**src/rtl/boot_pkg.sv**
```systemverilog
// Shared types and constants for the boot loader controller.
// The CHK state exists only when BOOT_CHECKSUM_EN is defined.
package boot_pkg;

    localparam int unsigned COUNT_W        = 16;
    localparam int unsigned BYTES_PER_WORD = 4;
    localparam logic [1:0]  LAST_BYTE_IDX  = 2'(BYTES_PER_WORD - 1);

    typedef enum logic [2:0] {
        StCntLo     = 3'd0,
        StCntHi     = 3'd1,
        StData      = 3'd2,
        StWriteLast = 3'd3,
        StRun       = 3'd4,
        StError     = 3'd5
`ifdef BOOT_CHECKSUM_EN
        ,
        StChk       = 3'd6
`endif
    } boot_state_e;

endpackage

```
**src/rtl/byte_word_packer.sv**
```systemverilog
// Assembles little-endian bytes into 32-bit words for the boot loader.
// word is only meaningful in the cycle word_done is high.
module byte_word_packer
    import boot_pkg::*;
(
    input  logic        clk,
    input  logic        reset,
    input  logic        clear,
    input  logic        accept,
    input  logic [7:0]  data,
    output logic [1:0]  byte_idx,
    output logic [31:0] word,
    output logic        word_done
);

    logic [1:0]  idx_q;
    logic [23:0] bytes_q;

    always_ff @(posedge clk or posedge reset) begin
        if (reset) begin
            idx_q   <= '0;
            bytes_q <= '0;
        end else if (clear) begin
            idx_q   <= '0;
        end else if (accept) begin
            idx_q <= idx_q + 2'd1;
            if (idx_q != LAST_BYTE_IDX) begin
                bytes_q[8*idx_q +: 8] <= data;
            end
        end
    end

    // The final byte is merged combinationally so the word is ready on the 4th accept.
    assign byte_idx  = idx_q;
    assign word      = {data, bytes_q};
    assign word_done = accept && (idx_q == LAST_BYTE_IDX);

endmodule

```
**src/rtl/boot_loader_ctrl.sv**
```systemverilog
// Boot sequencer: loads a counted little-endian word image into program memory, then
// releases the core. Define BOOT_CHECKSUM_EN to require a trailing XOR checksum byte.
module boot_loader_ctrl
    import boot_pkg::*;
#(
    parameter int unsigned PROGRAM_MEMORY_DEPTH = 64,
    parameter logic [31:0] BASE_ADDR            = 32'h0000_0000
) (
    input  logic        clk,
    input  logic        reset,
    input  logic        rx_valid_i,
    input  logic [7:0]  rx_data_i,
    output logic        rx_ready_o,
    input  logic        reload_i,
    output logic        pmem_we_o,
    output logic [31:0] pmem_addr_o,
    output logic [31:0] pmem_wdata_o,
    output logic        core_reset_o,
    output logic        done_o,
    output logic        error_o
);

    boot_state_e        state_q, state_d;
    logic [COUNT_W-1:0] count_q, word_idx_q, count_new;
    logic               accept, pk_accept, pk_clear, word_done, last_word, reload_go;
    logic [1:0]         byte_idx;
    logic [31:0]        word;

    assign accept    = rx_valid_i && rx_ready_o;
    assign pk_accept = accept && (state_q == StData);
    assign pk_clear  = (state_q != StData);
    assign count_new = {rx_data_i, count_q[7:0]};
    assign last_word = (word_idx_q == count_q - COUNT_W'(1));
    assign reload_go = reload_i && ((state_q == StRun) || (state_q == StError));

    byte_word_packer u_packer (
        .clk      (clk),
        .reset    (reset),
        .clear    (pk_clear),
        .accept   (pk_accept),
        .data     (rx_data_i),
        .byte_idx (byte_idx),
        .word     (word),
        .word_done(word_done)
    );

`ifdef BOOT_CHECKSUM_EN
    logic [7:0] chk_q;

    always_ff @(posedge clk or posedge reset) begin
        if (reset) begin
            chk_q <= '0;
        end else if (state_q == StCntLo) begin
            chk_q <= '0;
        end else if (pk_accept) begin
            chk_q <= chk_q ^ rx_data_i;
        end
    end
`endif

    always_ff @(posedge clk or posedge reset) begin
        if (reset) begin
            state_q <= StCntLo;
        end else begin
            state_q <= state_d;
        end
    end

    always_comb begin
        state_d = state_q;
        unique case (state_q)
            StCntLo: if (accept) state_d = StCntHi;
            StCntHi: begin
                if (accept) begin
                    if (32'(count_new) > PROGRAM_MEMORY_DEPTH) begin
                        state_d = StError;
                    end else if (count_new == '0) begin
`ifdef BOOT_CHECKSUM_EN
                        state_d = StChk;
`else
                        state_d = StRun;
`endif
                    end else begin
                        state_d = StData;
                    end
                end
            end
            StData: begin
                if (pk_accept && (byte_idx == LAST_BYTE_IDX) && last_word) begin
`ifdef BOOT_CHECKSUM_EN
                    state_d = StChk;
`else
                    state_d = StWriteLast;
`endif
                end
            end
`ifdef BOOT_CHECKSUM_EN
            StChk: begin
                if (accept) begin
                    if (rx_data_i != chk_q)  state_d = StError;
                    else if (count_q == '0) state_d = StRun;
                    else                    state_d = StWriteLast;
                end
            end
`endif
            StWriteLast:    state_d = StRun;
            StRun, StError: if (reload_i) state_d = StCntLo;
            default:        state_d = StCntLo;
        endcase
    end

    always_ff @(posedge clk or posedge reset) begin
        if (reset) begin
            count_q      <= '0;
            word_idx_q   <= '0;
            pmem_we_o    <= 1'b0;
            pmem_addr_o  <= BASE_ADDR;
            pmem_wdata_o <= '0;
        end else begin
            pmem_we_o <= word_done;
            if ((state_q == StCntLo) && accept) count_q[7:0]  <= rx_data_i;
            if ((state_q == StCntHi) && accept) count_q[15:8] <= rx_data_i;
            if (word_done) begin
                pmem_addr_o  <= BASE_ADDR + 32'({word_idx_q, 2'b00});
                pmem_wdata_o <= word;
                word_idx_q   <= word_idx_q + COUNT_W'(1);
            end
            if (reload_go) begin
                count_q    <= '0;
                word_idx_q <= '0;
            end
        end
    end

    always_comb begin
        rx_ready_o   = 1'b0;
        core_reset_o = 1'b1;
        done_o       = 1'b0;
        error_o      = 1'b0;
        unique case (state_q)
            StCntLo, StCntHi, StData: rx_ready_o = 1'b1;
`ifdef BOOT_CHECKSUM_EN
            StChk:                    rx_ready_o = 1'b1;
`endif
            StRun: begin
                core_reset_o = 1'b0;
                done_o       = 1'b1;
            end
            StError:                  error_o = 1'b1;
            default:                  ;
        endcase
    end

endmodule

```
**config.mk**
```make
export PLATFORM = sky130hd
export DESIGN_NAME = boot_loader_ctrl
export DESIGN_NICKNAME = d
export VERILOG_FILES = /design/src/rtl/boot_pkg.sv /design/src/rtl/byte_word_packer.sv /design/src/rtl/boot_loader_ctrl.sv
export SDC_FILE = /design/constraint.sdc
export NUM_CORES = 1
export LEC_CHECK = 0
export ABC_AREA = 1
export CORE_ASPECT_RATIO = 1.4
export CORE_MARGIN = 1.5
export CORE_UTILIZATION = 50
export CTS_CLUSTER_SIZE = 12
export DETAILED_ROUTE_END_ITERATION = 10
export MAX_ROUTING_LAYER = met4
export PLACE_DENSITY_LB_ADDON = 0.15
export SKIP_CTS_REPAIR_TIMING = 1
export SYNTH_ARGS = -nofsm -noshare
export SYNTH_HDL_FRONTEND = slang
export SYNTH_SLANG_ARGS = --single-unit
```
**constraint.sdc**
```tcl
create_clock -name clk -period 4.3 [get_ports clk]
set_input_delay 0.86 -clock clk [delete_from_list [all_inputs] [get_ports clk]]
set_output_delay 0.86 -clock clk [all_outputs]
set_load 0.01 [all_outputs]
```
==> summary.md, run 1 <==
| Metric | Value |
|---|---|
| Mapped cell area | `~0.0054 mm^2` |
| Largest family of logic cells by synthesized area | `simple AND/OR/NAND/NOR gates` |
| Area post-placement | `approximately 0.0061 mm^2` |
| Row count | `44` |
| DP Cell Count | `between 800 and 900` |
| Max_cap viols | `0` |
| Die area | `approximately 0.012 mm^2` |
| Max Clk Rate | `between 300 and 400 MHz` |
| Via-to-Cell Ratio | `5.30` |
| Clk_lat worst skew | `0.36 ns` |
| CTS tree | `yes` |
| Critical path capture point type | `primary output` |
| Post-synthesis adder-cell area fraction | `roughly 1.6%` |
| Main area contributors after synthesis | `dfrtp_1 51%, nand2_1 11%, o21ai_0 8.8%` |
| Final Hold Fails | `0` |
| Lkg Pwr | `3.08 nW` |
| EDFF count, synth | `0` |
| Vias in the first global route | `4527` |
| Reg-to-Reg End | `u_packer.bytes_q[6]` |
| Synth-to-Final Area Change | `19.0%` |
| Dpl ws | `about 1.5 ns` |
| Fin Hold WS | `between 0.4 and 0.5 ns` |
| Synth Area in XOR/XNOR | `under 10%` |
| R2r setup slk | `1.96 ns` |
| Final Wtd Congestion | `about 0.89` |
| Worst reg2reg path depth | `6` |
| Period utilisation layout | `between 60% and 70%` |
| DR vias | `~4600` |
| Hold path start | `pmem_addr_o[12]` |
| Number of nets in the layout | `about 750` |
| Status | `finished, final reports clean` |
| Dpl hpwl | `around 10000 um` |
| Share of cells above drive strength 1 | `under 10%` |
| Hold Path End | `pmem_addr_o[12]` |
| Top cells by count, synth | `154 x nand2_1, 110 x dfrtp_1, 96 x o21ai_0` |
| Final WS setup | `1.68 ns` |
| Register area share after synthesis | `about half` |
| Mapped Cells | `around 670` |
| Multi-input logic area | `about 0.0022 mm^2` |
| Multiplexer share of the synthesized area | `0%` |
| Core Area | `~0.010 mm^2` |
| Crit Path Max Fanout | `7` |
| Cts bufs inserted | `9` |
| Total power | `approximately 2.9 mW` |
| Power Density | `roughly 440 mW/mm^2` |
| Max Clock Skew | `about 0.0055 ns` |
| Chip height | `126 um` |
| First-pass GRT wire length | `about 22000 um` |
| Starting density of the core | `between 50% and 60%` |
| R2R Path Start | `u_packer.byte_idx[0]` |
| Hold Crit Depth | `2` |
| Max-slew violations | `0` |
| Hold WC Path Type | `reg -> reg` |
| Worst Path Arrival | `between 1.5 and 2 ns` |
| Pin count of the biggest net entering global routing | `75` |
| Slew of the pin with the lowest slew margin | `between 0.9 and 1 ns` |
| WL final | `between 10000 and 15000 um` |
| Total GRT Usage | `25.1%` |
| Relative slew margins | `between 30 and 40%` |
| First DRT Iteration DRCs | `around 220` |
| Most common flop cell mapped by yosys | `dfrtp_1` |
| Crit path depth | `3` |
| Setup tns final | `0 ns` |
| Fillers | `928` |
| Synth area leader | `dfrtp_1` |
| Synthesis warning total | `0` |
| Async set or reset register ratio after synthesis | `between 90% and 100%` |
| Clock Path Buffers | `2` |
| Clock Pin Slew Worst Setup and Hold Paths | `0.08 ns` |
| Final Cell Area | `approximately 0.0065 mm^2` |
| CP max stage cell | `clkdlybuf4s50_1` |
| Share of the synthesized area in the top cell type | `between 50% and 60%` |
| Final cell count without fillers | `roughly 880` |
| Layout Utilization | `61.8%` |
| Count of final setup violators | `0` |
| Setup CP Type | `reg -> out` |
| H-tree Lvls | `3` |
| Antenna violations before repair | `0` |
| Antenna Nets Post-Route | `0` |
| Distinct cells, synth | `35` |
| I/O Buffers | `between 60 and 70` |
| Tmin final | `roughly 2.6 ns` |
| RSZ-0062 raised after global routing | `no` |
| CTS Sinks | `110` |
| Startpoint Class | `register` |
| WL/cell | `15.5 um` |
| Remaining DRCs | `0` |
| Syn Area/Cell | `8.10 um^2` |
| Worst path bufs/invs | `2` |
| Peak VDD IR | `0.255 mV` |
| Root buffer cell | `clkbuf_16` |
| DR pass1 iterations | `5` |
| Crit path max-delay family | `buffers and inverters` |
| FF+latch count, synth | `110` |
| Worst path max stage delay | `roughly 0.58 ns` |
| Simple-gate area share of the yosys netlist | `between 20% and 30%` |
| Count of boundary I/O pins | `slightly above 80` |
| Total gr overflow | `0` |
| Register Area | `around 0.0028 mm^2` |
| Compound-Gate Fraction of Synth Area | `between 10% and 20%` |
| CP Data Required Time | `~3.4 ns` |
| Most frequent cell after synthesis | `nand2_1` |
| Worst path cell trace | `inv_1 > nor3_1 > clkdlybuf4s50_1` |
| N_diodes | `0` |
| Die W | `91.1 um` |
==> placed cells by master (no fill, tap or decap), types with 9 or more instances in the layout <==
cell type,count
a21oi_1,11
clkbuf_16,9
clkdlybuf4s50_1,64
conb_1,16
dfrtp_1,110
inv_1,92
nand2_1,154
nand3_1,53
nand4_1,15
nor2_1,47
o21ai_0,96
xnor2_1,9
==> routing by layer <==
| layer | routed length, um | GRT usage [%] | up-vias |
|---|---|---|---|
| li1 | - | - | 2242 |
| met1 | 5310 | 28.3 | 2214 |
| met2 | 7100 | 43.2 | 137 |
| met3 | 539 | 3.36 | 41 |
| met4 | 588 | 13.4 | 0 |
| met5 | 0 | - | - |
==> registers in the layout (all words and copies together), names as in the netlist <==
register and count:
u_packer.bytes_q 24, pmem_we_o 1, pmem_wdata_o 32, u_packer.byte_idx 2, state_q 3, count_q 16, pmem_addr_o 16, word_idx_q 16
==> how the worst max path moves through the flow <==
| stage | from | endpoint | slack, ns |
|---|---|---|---|
| 6_report | state_q[2] | done_o | 1.68 |
| 5_1_grt | state_q[2] | done_o | 1.55 |
| 3_3_place_gp | rx_valid_i | word_idx_q[15] | 1.55 |
| 3_5_place_dp | rx_valid_i | word_idx_q[15] | 1.49 |
| 4_1_cts | state_q[2] | done_o | 1.68 |
| 2_1_floorplan | reset | count_q[0] | 0.54 |
==> kinds of logic after synthesis <==
| group | count (synthesis) |
|---|---|
| buf+inv | 129 |
| compound gates | 116 |
| other cells | 1 |
| flops | 110 |
| fa+ha+maj | 7 |
| simple gates | 294 |
| xor+xnor | 14 |
==> power by group <==
| part | total, mW | internal [mW] | switching (mW) | leakage, nW |
|---|---|---|---|---|
| clock network | 0.852 | 0.419 | 0.434 | 0.152 |
| logic | 0.786 | 0.272 | 0.514 | 1.53 |
| registers | 1.22 | 1.12 | 0.0957 | 1.39 |
==> cell type report <==
type	instances	share of cell area (%)
clock inverter	7	1.41
sequential	110	42.6
clock buffer	9	3.48
timing repair buffer	69	10.5
inverter	95	5.56
tap	138	2.67
multi-input combinational	447	33.8
==> worst reg2reg max path, cell delays in order (launching register included) <==
cell	delay, ns
dfrtp_1	0.45
inv_1	0.17
ha_1	0.28
clkinv_1	0.29
nor3_1	0.79
nand3_1	0.17
o21ai_0	0.11
Note: power is estimated with default switching activity, not from simulation.
==> run 2, diff against run 1 <==
--- a/config.mk
+++ b/config.mk
@@ -8,7 +8,7 @@
 export ABC_AREA = 1
 export CORE_ASPECT_RATIO = 1.4
 export CORE_MARGIN = 1.5
-export CORE_UTILIZATION = 50
+export CORE_UTILIZATION = 49
 export CTS_CLUSTER_SIZE = 12
 export DETAILED_ROUTE_END_ITERATION = 10
 export MAX_ROUTING_LAYER = met4
==> constraint.sdc (replaced) <==
create_clock -name clk -period 2.39 [get_ports clk]
set_input_delay 0.478 -clock clk [delete_from_list [all_inputs] [get_ports clk]]
set_output_delay 0.478 -clock clk [all_outputs]
set_load 0.01 [all_outputs]
==> summary.md, run 2 (synthesis gave the netlist of run 1 again) <==
| Metric | Value |
|---|---|
| Startpoint Class | `register` |
| RSZ-0062 raised after global routing | `no` |
| Core Area | `0.0108 mm^2` |
| CTS tree | `yes` |
| Clk pwr share | `a little under a third` |
| Share of cells above drive strength 1 | `between 7 and 8%` |
| Total GRT Usage | `25.5%` |
| Worst Setup EP | `done_o` |
| DR pass1 iterations | `4` |
| Sw Ratio | `between 30% and 40%` |
| Lkg Pwr | `between 3 and 4 nW` |
| Period utilisation layout | `around 96%` |
| Die area | `around 0.012 mm^2` |
| Relative slew margins | `a little over 60%` |
| Commonest non-fill, non-tap cells in the layout | `154 x nand2_1, 110 x dfrtp_1, 96 x o21ai_0` |
| Part of the power in combinational logic | `between 20 and 30%` |
| Max Clk Rate | `around 440 MHz` |
| CTS Sinks | `110` |
| Fillers | `between 900 and 1000` |
| Max Clock Skew | `between 0.006 and 0.007 ns` |
| Synth-to-Final Area Change | `21.8%` |
| Count of boundary I/O pins | `81` |
| Cts bufs inserted | `9` |
| Slew of the pin with the lowest slew margin | `roughly 0.59 ns` |
| Antenna violations before repair | `0` |
| Setup CP Type | `reg -> out` |
| Starting density of the core | `between 50% and 60%` |
| I/O Buffers | `64` |
| Count of final setup violators | `0` |
| Max FFs per register | `32` |
| Status | `finished, final reports clean` |
| Die W | `between 90 and 100 um` |
| Root buffer cell | `clkbuf_16` |
| Clock Pin Slew Worst Setup and Hold Paths | `roughly 0.080 ns` |
| Remaining DRCs | `0` |
| Biggest regs | `pmem_wdata_o: 32 flops, u_packer.bytes_q: 24 flops` |
| N_diodes | `0` |
| CP startpoint | `state_q[2]` |
| Final Wtd Congestion | `0.928` |
| WL final | `around 14000 um` |
| Tmin final | `around 2.3 ns` |
| DR vias | `roughly 4600` |
| Chip height | `roughly 130 um` |
| H-tree Lvls | `3` |
| Total gr overflow | `0` |
| Power Density | `a little under 800 mW/mm^2` |
| Critical path capture point type | `primary output` |
| Setup tns final | `0 ns` |
| First DRT Iteration DRCs | `~240` |
| R2r setup slk | `around 0.35 ns` |
| Clock Path Buffers | `2` |
| First-pass GRT wire length | `roughly 23000 um` |
| Number of nets in the layout | `768` |
| Max-slew violations | `0` |
| Commonest non-fill, non-tap cell in the layout | `nand2_1` |
| Pint | `about 3.4 mW` |
| Vias in the first global route | `about 4700` |
| Via-to-Cell Ratio | `about 5.1` |
| Worst path cell trace | `inv_1 > nor3_1 > clkdlybuf4s50_1` |
| Worst reg2reg path depth | `13` |
| Hold WC Path Type | `reg -> reg` |
| Worst path max stage delay | `between 0.5 and 0.6 ns` |
| Reg-to-Reg End | `state_q[0]` |
| Crit Path Max Fanout | `7` |
| Clk_lat worst skew | `approximately 0.35 ns` |
| Max_cap viols | `0` |
| Antenna Nets Post-Route | `0` |
| Worst Path Arrival | `1.81 ns` |
| Dpl hpwl | `9940 um` |
| Largest Register | `pmem_wdata_o` |
| Pin count of the biggest net entering global routing | `roughly 110` |
| WL/cell | `15.3 um` |
| Register share of total power | `between 40% and 50%` |
| Peak VDD IR | `0.473 mV` |
| Total power | `approximately 5.2 mW` |
| R2R Path Start | `count_q[0]` |
| Row count | `45` |
| CP max stage cell | `clkdlybuf4s50_1` |
| Final Hold Fails | `0` |
| P_sw | `~1.8 mW` |
| Hold Crit Depth | `2` |
| CP Data Required Time | `1.91 ns` |
-- run 2: power groups by stage --
stage / Clock [mW] / Sequential, mW / Combinational (mW)
2_1_floorplan: 0 / 2.16 / 1.07
3_3_place_gp: 0 / 2.21 / 1.39
3_5_place_dp: 0 / 2.22 / 1.42
4_1_cts: 1.60 / 2.19 / 1.44
5_1_grt: 1.68 / 2.21 / 1.64
6_report: 1.58 / 2.19 / 1.45
-- run 2: worst max-delay path, delay by kind of cell (launching register included) --
family                 cells  cell delay, ns
buffers and inverters      2            0.78
DFF                        1            0.45
and+or+nand+nor            1            0.24
-- run 2: layer usage --
metal | GRT usage [%] | wire length (um) | up-vias
li1 | - | - | 2276
met1 | 29.7 | 5470 | 2193
met2 | 43.9 | 7360 | 100
met3 | 3.21 | 415 | 35
met4 | 11.4 | 481 | 0
met5 | - | 0 | -
-- run 2: final cells by class --
cell class	instances	area, um^2	share of cell area (%)
Sequential cell	110	2750	41.6
Multi-Input combinational cell	447	2180	33.0
Timing Repair Buffer	86	831	12.6
Inverter	95	360	5.45
Clock buffer	10	239	3.61
Tap cell	141	176	2.67
Clock inverter	6	73.8	1.12
-- run 2: through the flow --
step                      hold slack, ns  std cells  setup WS (ns)  utilization [%]  instance area [um^2]
after floorplan                    0.495        686          0.569                -                  5490
after global placement             0.460        879          0.128             58.3                  6300
after detailed placement           0.462        879         0.0637             58.3                  6300
after CTS                          0.481        895          0.111             61.2                  6620
after global routing               0.509        895        0.00377             61.2                  6620
final                              0.476        895          0.104             61.2                  6620
-- run 2: worst min-delay path by stage --
| stage | start | endpoint |
|---|---|---|
| floorplan | word_idx_q[2] | word_idx_q[2] |
| global placement | pmem_addr_o[9] | pmem_addr_o[9] |
| detailed placement | pmem_addr_o[17] | pmem_addr_o[17] |
| CTS | pmem_addr_o[9] | pmem_addr_o[9] |
| global route | pmem_addr_o[9] | pmem_addr_o[9] |
| finish | pmem_addr_o[9] | pmem_addr_o[9] |
